### src/rtl/gray_pkg.sv
// Pixel-format constants shared by the grayscale stage and the packer.
package gray_pkg;

   localparam int unsigned DATA_WIDTH = 8;
   localparam int unsigned PACK       = 4;
   localparam int unsigned LANE_W     = $clog2(PACK);

endpackage

### src/rtl/gray_packer.sv
// Packs PACK grayscale pixels into one AXI-Stream word; short words close early on s_tlast.
module gray_packer #(
   parameter int unsigned DATA_WIDTH = gray_pkg::DATA_WIDTH,
   parameter int unsigned PACK       = gray_pkg::PACK,
   parameter int unsigned FCNT_WIDTH = 16
) (
   input  logic                         clk,
   input  logic                         rstn,
   input  logic [DATA_WIDTH-1:0]        s_tdata,
   input  logic                         s_tvalid,
   input  logic                         s_tlast,
   output logic                         s_tready,
   output logic [PACK*DATA_WIDTH-1:0]   m_tdata,
   output logic [PACK-1:0]              m_tkeep,
   output logic                         m_tlast,
   output logic                         m_tvalid,
   input  logic                         m_tready,
   output logic [FCNT_WIDTH-1:0]        frame_cnt
);

   localparam int unsigned LANE_W = $clog2(PACK);
   localparam int unsigned WORD_W = PACK * DATA_WIDTH;
   localparam logic [LANE_W-1:0] LAST_LANE = LANE_W'(PACK - 1);

   logic [LANE_W-1:0] lane;
   logic [WORD_W-1:0] acc;
   logic [WORD_W-1:0] word_c;
   logic [PACK-1:0]   keep_c;
   logic              accept_c;
   logic              close_c;

   assign s_tready = rstn && (!m_tvalid || m_tready);
   assign accept_c = s_tvalid && s_tready;
   assign close_c  = accept_c && ((lane == LAST_LANE) || s_tlast);

   // Lanes above the write lane are still zero in acc, so the merged word needs no masking.
   always_comb begin
      word_c = acc;
      keep_c = '0;
      for (int unsigned i = 0; i < PACK; i++) begin
         if (LANE_W'(i) == lane) word_c[i*DATA_WIDTH +: DATA_WIDTH] = s_tdata;
         if (LANE_W'(i) <= lane) keep_c[i] = 1'b1;
      end
   end

   // Output register, accumulator, lane counter and frame counter.
   always_ff @(posedge clk or negedge rstn) begin
      if (!rstn) begin
         m_tvalid  <= 1'b0;
         m_tdata   <= '0;
         m_tkeep   <= '0;
         m_tlast   <= 1'b0;
         frame_cnt <= '0;
         lane      <= '0;
         acc       <= '0;
      end else begin
         if (m_tvalid && m_tready) begin
            m_tvalid <= 1'b0;
            if (m_tlast) frame_cnt <= frame_cnt + FCNT_WIDTH'(1);
         end
         // A close on the draining edge overrides the drop, giving back-to-back words.
         if (close_c) begin
            m_tvalid <= 1'b1;
            m_tdata  <= word_c;
            m_tkeep  <= keep_c;
            m_tlast  <= s_tlast;
            acc      <= '0;
            lane     <= '0;
         end else if (accept_c) begin
            acc  <= word_c;
            lane <= lane + LANE_W'(1);
         end
      end
   end

endmodule
### config.mk
export PLATFORM = sky130hd
export DESIGN_NAME = gray_packer
export DESIGN_NICKNAME = d
export VERILOG_FILES = /design/src/rtl/gray_pkg.sv /design/src/rtl/gray_packer.sv
export SDC_FILE = /design/constraint.sdc
export NUM_CORES = 1
export LEC_CHECK = 0
export CAP_MARGIN = 20
export CELL_PAD_IN_SITES_DETAIL_PLACEMENT = 2
export CELL_PAD_IN_SITES_GLOBAL_PLACEMENT = 2
export CORE_ASPECT_RATIO = 1.1
export CORE_MARGIN = 3
export CORE_UTILIZATION = 37
export DETAILED_ROUTE_END_ITERATION = 7
export GPL_TIMING_DRIVEN = 0
export PLACE_DENSITY_LB_ADDON = 0.1
export SLEW_MARGIN = 0
export SYNTH_ARGS = -nofsm -noshare
export SYNTH_HDL_FRONTEND = slang
export SYNTH_SLANG_ARGS = --single-unit
### constraint.sdc
create_clock -name clk -period 4.79 [get_ports clk]
set_input_delay 0.958 -clock clk [delete_from_list [all_inputs] [get_ports clk]]
set_output_delay 0.958 -clock clk [all_outputs]
set_load 0.1 [all_outputs]
==> results of run 1 <==
## logic make-up after synthesis
| group | after synthesis | share of synthesized area [%] |
|---|---|---|
| AO/OA/AOI/OAI | 64 | 11.45 |
| XOR/XNOR | 15 | 3.535 |
| adder cells (fa/ha/maj) | 6 | 2.020 |
| buffers and inverters | 18 | 2.929 |
| flip-flops | 88 | 59.26 |
| multiplexers | 34 | 9.192 |
| AND/OR/NAND/NOR | 80 | 11.62 |
## sequential cells by signal, indices dropped and copies added, names as in the netlist
register / cells
acc: 32
m_tdata: 32
frame_cnt: 16
m_tkeep: 4
lane: 2
m_tlast: 1
m_tvalid: 1
## cells in the mapped netlist (all sizes together), types with 2 or more instances
library cell  count
xnor2            12
ha                6
xor2              3
and2              9
clkbuf            3
nand3             4
a22o             26
inv               2
buf              13
dfrtp            88
nand2            43
mux2i            33
nand4             7
nor2              4
and4              3
nand2b            2
o21ai            38
and3              6
## cells in the final DEF, fill, tap and decap left out, types with 5 or more instances in the layout
cell,Yosys,final
a22o_1,26,26
and2_1,9,9
buf_2,6,6
clkbuf_8,0,11
clkdlybuf4s50_1,0,66
dfrtp_1,88,88
ha_1,6,6
mux2i_1,33,33
nand2_1,43,43
nand4_1,5,5
o21ai_0,16,16
o21ai_1,20,20
xnor2_1,12,12
## metal layers
layer / share of wire [%] / global-route usage (%)
met1: 47 / 26.99
met2: 48 / 29.58
met3: 3.5 / 3.398
met4: 1.1 / 4.787
met5: 0 / 0
## worst max-delay path by stage
stage	end	slack, ps	startpoint	cells past startpoint
final	s_tready	900	m_tready	4
after global routing	s_tready	750	rstn	4
after CTS	s_tready	840	rstn	4
after detailed placement	s_tready	840	rstn	4
after global placement	s_tready	-2250	rstn	3
after floorplan	s_tready	1990	m_tready	2
## area by class of cell
cell class | instances | area [um2] | area share [%]
Sequential cell | 88 | 2202 | 46.44
Clock buffer | 12 | 155.1 | 3.272
Multi-Input combinational cell | 199 | 1405 | 29.63
Timing Repair Buffer | 68 | 695.7 | 14.67
Tap cell | 117 | 146.4 | 3.087
Buffer | 16 | 101.3 | 2.137
Inverter | 2 | 7.507 | 0.1583
Clock inverter | 4 | 28.78 | 0.6069
## stage by stage
step | total power, mW | area, um2 | hold slack [ps] | std cells
finish | 2.593 | 4742 | 484.9 | 506
global route | 2.715 | 4742 | 496.9 | 506
CTS | 2.626 | 4742 | 483.6 | 506
detailed placement | 2.129 | 4558 | 469.6 | 490
global placement | 2.098 | 4533 | 452.7 | 489
floorplan | 1.816 | 3716 | 452.8 | 305
## power breakdown
| group | internal [mW] | switching, mW |
|---|---|---|
| logic | 0.281 | 0.872 |
| clock network | 0.217 | 0.270 |
| registers | 0.863 | 0.0901 |
| total | 1.36 | 1.23 |
==> results.md, run 1 <==
- Final Hold Viols: 0
- WS Path Type: input pin to primary output
- Netlist cell types: 32
- Post-synthesis sequential area ratio: 59.26%
- Clk_lat worst skew: 360 ps
- Top cell type's share of synthesized area: 59.26%
- Async set-reset flop share out of synthesis: 100.0%
- Vias in the first global route: 2,921
- Dpl ws: 841.3 ps
- Tcrit/Tclk final: 81.20%
- Critical path, cell by cell: clkdlybuf4s50_1, nand2b_4, and2_1, clkdlybuf4s50_1
- Most frequent CP cell: clkdlybuf4s50_1
- Max Slew Vio Count: 0
- Status: finished, final reports clean
- Gr ovfl total: 0
- Via count: 2,701
- Setup TNS: 0 ps
- Post-DP HPWL: 6796 um
- CP max stage delay: 1120 ps
- Post-synth top area cell: dfrtp_1
- DR WL/cell: 19.54 um
- Critical path startpoint category: input pin
- Fmax: 257.1 MHz
- Reg-to-reg startpoint: lane[0]$_DFFE_PN0P_
- Max Clock Skew: 15.72 ps
- Hold Path Class: flop to flop
- R2R Path End: acc[19]$_DFFE_PN0P_
- Core Box Area: 0.009583 mm2
- Crit path DAT: 2930 ps
- Iteration-0 DRC Markers: 91
- Worst Path Buf+Inv: 2
- Worst Reg-to-Reg Cells: 5
- FILL cells: 966
- Unrepaired setup endpoints after global routing: no
- Synthesized flop and latch total: 88
- Overall Global Routing Usage: 18.91%
- Syn. warnings: 0
- Initial antenna violation count: 0
- Final GP Congestion: 0.8213
- VDD IR max: 0.2610 mV
- Ranking of synthesized cells by area: dfrtp_1 (59%), mux2i_1 (8.9%), a22o_1 (6.1%)
- Post-route setup slack: 900.7 ps
- Gate Count Post-Synth: 305
- Final core utilization: 49.48%
- Worst Hold Launch: frame_cnt[15]$_DFFE_PN0P_
- Starting density of the core: 38.78%
- Drt drc: 0
- Hold path endpoint: frame_cnt[15]$_DFFE_PN0P_
- Area of the die: 0.01128 mm2
- N_diodes: 0
- Reg clk slew, reported paths: 80 ps
- Die X: 101.6 um
- CP Max Fanout: 4
- Routed Antenna Nets: 0
- TritonCTS clock tree: yes
- Cts repair resizes: 0
- Primary FF master, synth: dfrtp_1
- Leak Pwr: 2.123 nW
- CP top delay family: buffers and inverters
- WP data required: 3830 ps
- CP max stage cell: clkdlybuf4s50_1
- Fin nets: 403
- First-pass GRT wire length: 16,620 um
- Post-synth EDFFs: 0
- H-tree levels: 3
- Largest net degree at the start of global routing: 70
- Final wirelength: 9889 um
- Post-CTS setup buffers: 0
- DIE HEIGHT: 111.1 um
- Pre-Repair DR Iteration Count: 4
- Max_cap viols: 0
- Syn nets: 324
- Hold path depth: 1
- Rows: 37
- Share of layout cells above drive strength 1: 10.54%
- R2r setup slk: 2850 ps
- P&R area growth vs syn: 27.61%
- # port buffers: 67
- Avg Vias per Cell: 5.338
- Relative slew margins: 31.95%
- Pwr per Cell Area: 546.9 mW/mm2
- Hold_buf cts: 0
- CP endpoint kind: primary output
- Max Buffers Root-to-Sink: 2
- CTS Buf Count: 9
- CTS root buf: clkbuf_8
- Worst Tran Pin Value: 1018 ps
- Final setup vio count: 0
- IO Pins: 68
- Syn Area/Cell: 12.18 um2
- Clock sinks: 88
- Tmin final: 3889 ps
- Post-synthesis cell area: 0.003716 mm2
Power figures use the tool's default switching activity.
==> run 2: changes to the inputs <==
--- a/config.mk
+++ b/config.mk
@@ -10,7 +10,7 @@
 export CELL_PAD_IN_SITES_GLOBAL_PLACEMENT = 2
 export CORE_ASPECT_RATIO = 1.1
 export CORE_MARGIN = 3
-export CORE_UTILIZATION = 37
+export CORE_UTILIZATION = 34
 export DETAILED_ROUTE_END_ITERATION = 7
 export GPL_TIMING_DRIVEN = 0
 export PLACE_DENSITY_LB_ADDON = 0.1
==> constraint.sdc (replaced) <==
create_clock -name clk -period 3.81 [get_ports clk]
set_input_delay 0.762 -clock clk [delete_from_list [all_inputs] [get_ports clk]]
set_output_delay 0.762 -clock clk [all_outputs]
set_load 0.1 [all_outputs]
==> run 2 against run 1 <==
Net effect:
- worst setup slack got worse by 640 ps
- clock power increased by 88%
- register-to-register slack got worse by 1000 ps
==> results.md, run 2 (synthesis results as in run 1) <==
- Post-CTS setup buffers: 0 (unchanged)
- Gr ovfl total: 0 (unchanged)
- Clock network fraction of total power: 25.7% (was 18.8%)
- CP endpoint kind: primary output (unchanged)
- Tot Pwr: 3.556 mW (was 2.593 mW)
- Tmin final: 3548 ps
- Sw Ratio: 43.87% (was 47.48%)
- DP Area: 0.004591 mm2 (was 0.004558 mm2)
- Clk_lat worst skew: 330 ps (was 360 ps)
- Overall Global Routing Usage: 18.34% (was 18.91%)
- Commonest non-fill, non-tap cell in the layout: dfrtp_1 (unchanged)
- Worst Path Buf+Inv: 3 (was 2)
- Max Slew Vio Count: 0 (unchanged)
- Initial antenna violation count: 0 (unchanged)
- Worst Tran Pin Value: 1002 ps (was 1018 ps)
- Drt drc: 0 (unchanged)
- Starting density of the core: 35.26% (was 38.78%)
- Critical path startpoint category: input pin (unchanged)
- Critical path, cell by cell: buf_4, buf_16, and2_1, clkdlybuf4s50_1 (was clkdlybuf4s50_1, nand2b_4, and2_1, clkdlybuf4s50_1)
- Clock sinks: 88 (unchanged)
- Die X: 105.7 um (was 101.6 um)
- Post-route setup slack: 262.0 ps (was 900.7 ps)
- WS Path Type: input pin to primary output (unchanged)
- Routed Antenna Nets: 0 (unchanged)
- CTS root buf: clkbuf_16 (was clkbuf_8)
- Logic pwr share: 40.6% (was 44.4%)
- Final wirelength: 10,270 um (was 9889 um)
- Fin nets: 403 (unchanged)
- P_sw: 1.560 mW (was 1.231 mW)
- Reg clk slew, reported paths: 60 ps (was 80 ps)
- CP top delay family: buffers and inverters (unchanged)
- Area occupied by multi-input gates: 0.001405 mm2 (unchanged)
- Leading cell types in the layout, fill and taps excluded: dfrtp_1 (88), clkdlybuf4s50_1 (66), nand2_1 (43) (unchanged)
- Rows: 39 (was 37)
- Relative slew margins: 32.97% (was 31.95%)
- Max_cap viols: 0 (unchanged)
- CP max stage cell: clkdlybuf4s50_1 (unchanged)
- Core Box Area: 0.01054 mm2 (was 0.009583 mm2)
- Pwr per Cell Area: 726.1 mW/mm2 (was 546.9 mW/mm2)
- Avg Vias per Cell: 5.087 (was 5.338)
- IO Pins: 68 (unchanged)
- Post-DP HPWL: 6859 um (was 6796 um)
- # port buffers: 67 (unchanged)
- Final GP Congestion: 0.7691 (was 0.8213)
- Area of the die: 0.01222 mm2 (was 0.01128 mm2)
- VDD IR max: 0.3667 mV (was 0.2610 mV)
- Hold_buf cts: 0 (unchanged)
- Via count: 2,701 (unchanged)
- Reg power frac: 33.7% (was 36.8%)
- WP data required: 3050 ps (was 3830 ps)
- First-pass GRT wire length: 17,310 um (was 16,620 um)
- DIE HEIGHT: 115.6 um (was 111.1 um)
- Crit path DAT: 2790 ps (was 2930 ps)
- Storage element area: 0.002202 mm2 (unchanged)
- CP max stage delay: 1120 ps (about the same)
- H-tree levels: 3 (unchanged)
- DR WL/cell: 19.33 um (was 19.54 um)
- Hold Path Class: input pin to async pin (was flop to flop)
- Leak Pwr: 2.189 nW (was 2.123 nW)
- Max Buffers Root-to-Sink: 2 (unchanged)
- Design Area, Final: 0.004897 mm2 (was 0.004742 mm2)
- Hold slack final: 340.7 ps (was 484.9 ps)
- Internal Power: 1.996 mW (was 1.362 mW)
- Setup TNS: 0 ps (unchanged)
- Share of layout cells above drive strength 1: 10.57% (was 10.54%)
- FILL cells: 1,097 (was 966)
- Largest net degree at the start of global routing: 66 (was 70)
- P&R area growth vs syn: 31.78% (was 27.61%)
- Vias in the first global route: 3,124 (was 2,921)
- CP Max Fanout: 65 (was 4)
- CTS Buf Count: 9 (unchanged)
- Pre-Repair DR Iteration Count: 4 (unchanged)
- Tcrit/Tclk final: 93.12%
- Final setup vio count: 0 (unchanged)
- Status: finished, final reports clean (unchanged)
- Max Clock Skew: 5.053 ps (was 15.72 ps)
- TritonCTS clock tree: yes (unchanged)
- Unrepaired setup endpoints after global routing: no (unchanged)
- Iteration-0 DRC Markers: 78 (was 91)
- Dpl ws: 214.5 ps (was 841.3 ps)
- Final Hold Viols: 0 (unchanged)
- Fmax: 281.8 MHz
- Largest regs: acc (32), m_tdata (32), frame_cnt (16) (unchanged)
- N_diodes: 0 (unchanged)
- Cts repair resizes: 0 (unchanged)
==> run 2: cell types whose count changed in the layout (fill, tap and decap cells not counted), sizes merged <==
cell	previous run	this run
bufinv	0	1
clkinvlp	2	0
==> run 2: worst register-to-register path, stage by stage (launching register included) <==
cell	delay [ps]
dfrtp_1	410
inv_1	160
ha_1	180
clkbuf_1	590
o21ai_2	280
a22o_1	250
==> run 2: routing by layer <==
| layer | up-vias | part of all wire (%) | global-route usage (%) |
|---|---|---|---|
| met3 | 8 | 3.5 | 3.621 |
| met1 | 1409 | 45 | 24.00 |
| met5 | - | 0 | 0 |
| met2 | 56 | 50 | 31.25 |
| li1 | 1228 | - | - |
| met4 | 0 | 1.0 | 5.181 |
==> run 2: path summary, 6_finish.rpt <==
path / start / end / slack [ps] / cells past startpoint
min in group clk: frame_cnt[15]$_DFFE_PN0P_ / frame_cnt[15]$_DFFE_PN0P_ / 480 / 1
max: rstn / s_tready / 260 / 4
min reg2reg: frame_cnt[15]$_DFFE_PN0P_ / frame_cnt[15]$_DFFE_PN0P_ / 480 / 1
max in group asynchronous: rstn / m_tdata[5]$_DFFE_PN0P_ / 2810 / 2
max reg2reg: lane[0]$_DFFE_PN0P_ / acc[19]$_DFFE_PN0P_ / 1820 / 5
min: rstn / frame_cnt[5]$_DFFE_PN0P_ / 340 / 1
==> run 2: final cells by class <==
type	instances	share of cell area, %
flip-flops and latches	88	44.97
multi-input cells	199	28.69
repair buffers	68	14.21
clock buffers	12	5.442
well taps	143	3.654
plain buffers	16	2.069
clock inverters	3	0.8176
inverters	2	0.1533
==> run 2: power by group through the flow <==
stage	combinational (mW)	sequential, mW	clock, mW
6_report	1.44	1.20	0.915
5_1_grt	1.52	1.23	0.982
4_1_cts	1.46	1.20	0.942
3_5_place_dp	1.45	1.22	0
3_3_place_gp	1.44	1.21	0
2_1_floorplan	0.284	2.00	0
==> run 2: per-stage QoR <==
stage / instances / util, %
finish: 531 / 46.46
global route: 531 / 46.46
CTS: 531 / 46.46
detailed placement: 516 / 43.55
global placement: 515 / 43.32
floorplan: 305 / -
==> run 3: changes to the inputs <==
--- a/config.mk
+++ b/config.mk
@@ -14,7 +14,6 @@
 export DETAILED_ROUTE_END_ITERATION = 7
 export GPL_TIMING_DRIVEN = 0
 export PLACE_DENSITY_LB_ADDON = 0.1
-export SLEW_MARGIN = 0
 export SYNTH_ARGS = -nofsm -noshare
 export SYNTH_HDL_FRONTEND = slang
 export SYNTH_SLANG_ARGS = --single-unit
==> results of run 3 <==
No change in the layout: final DEF, timing and power equal those of run 2.
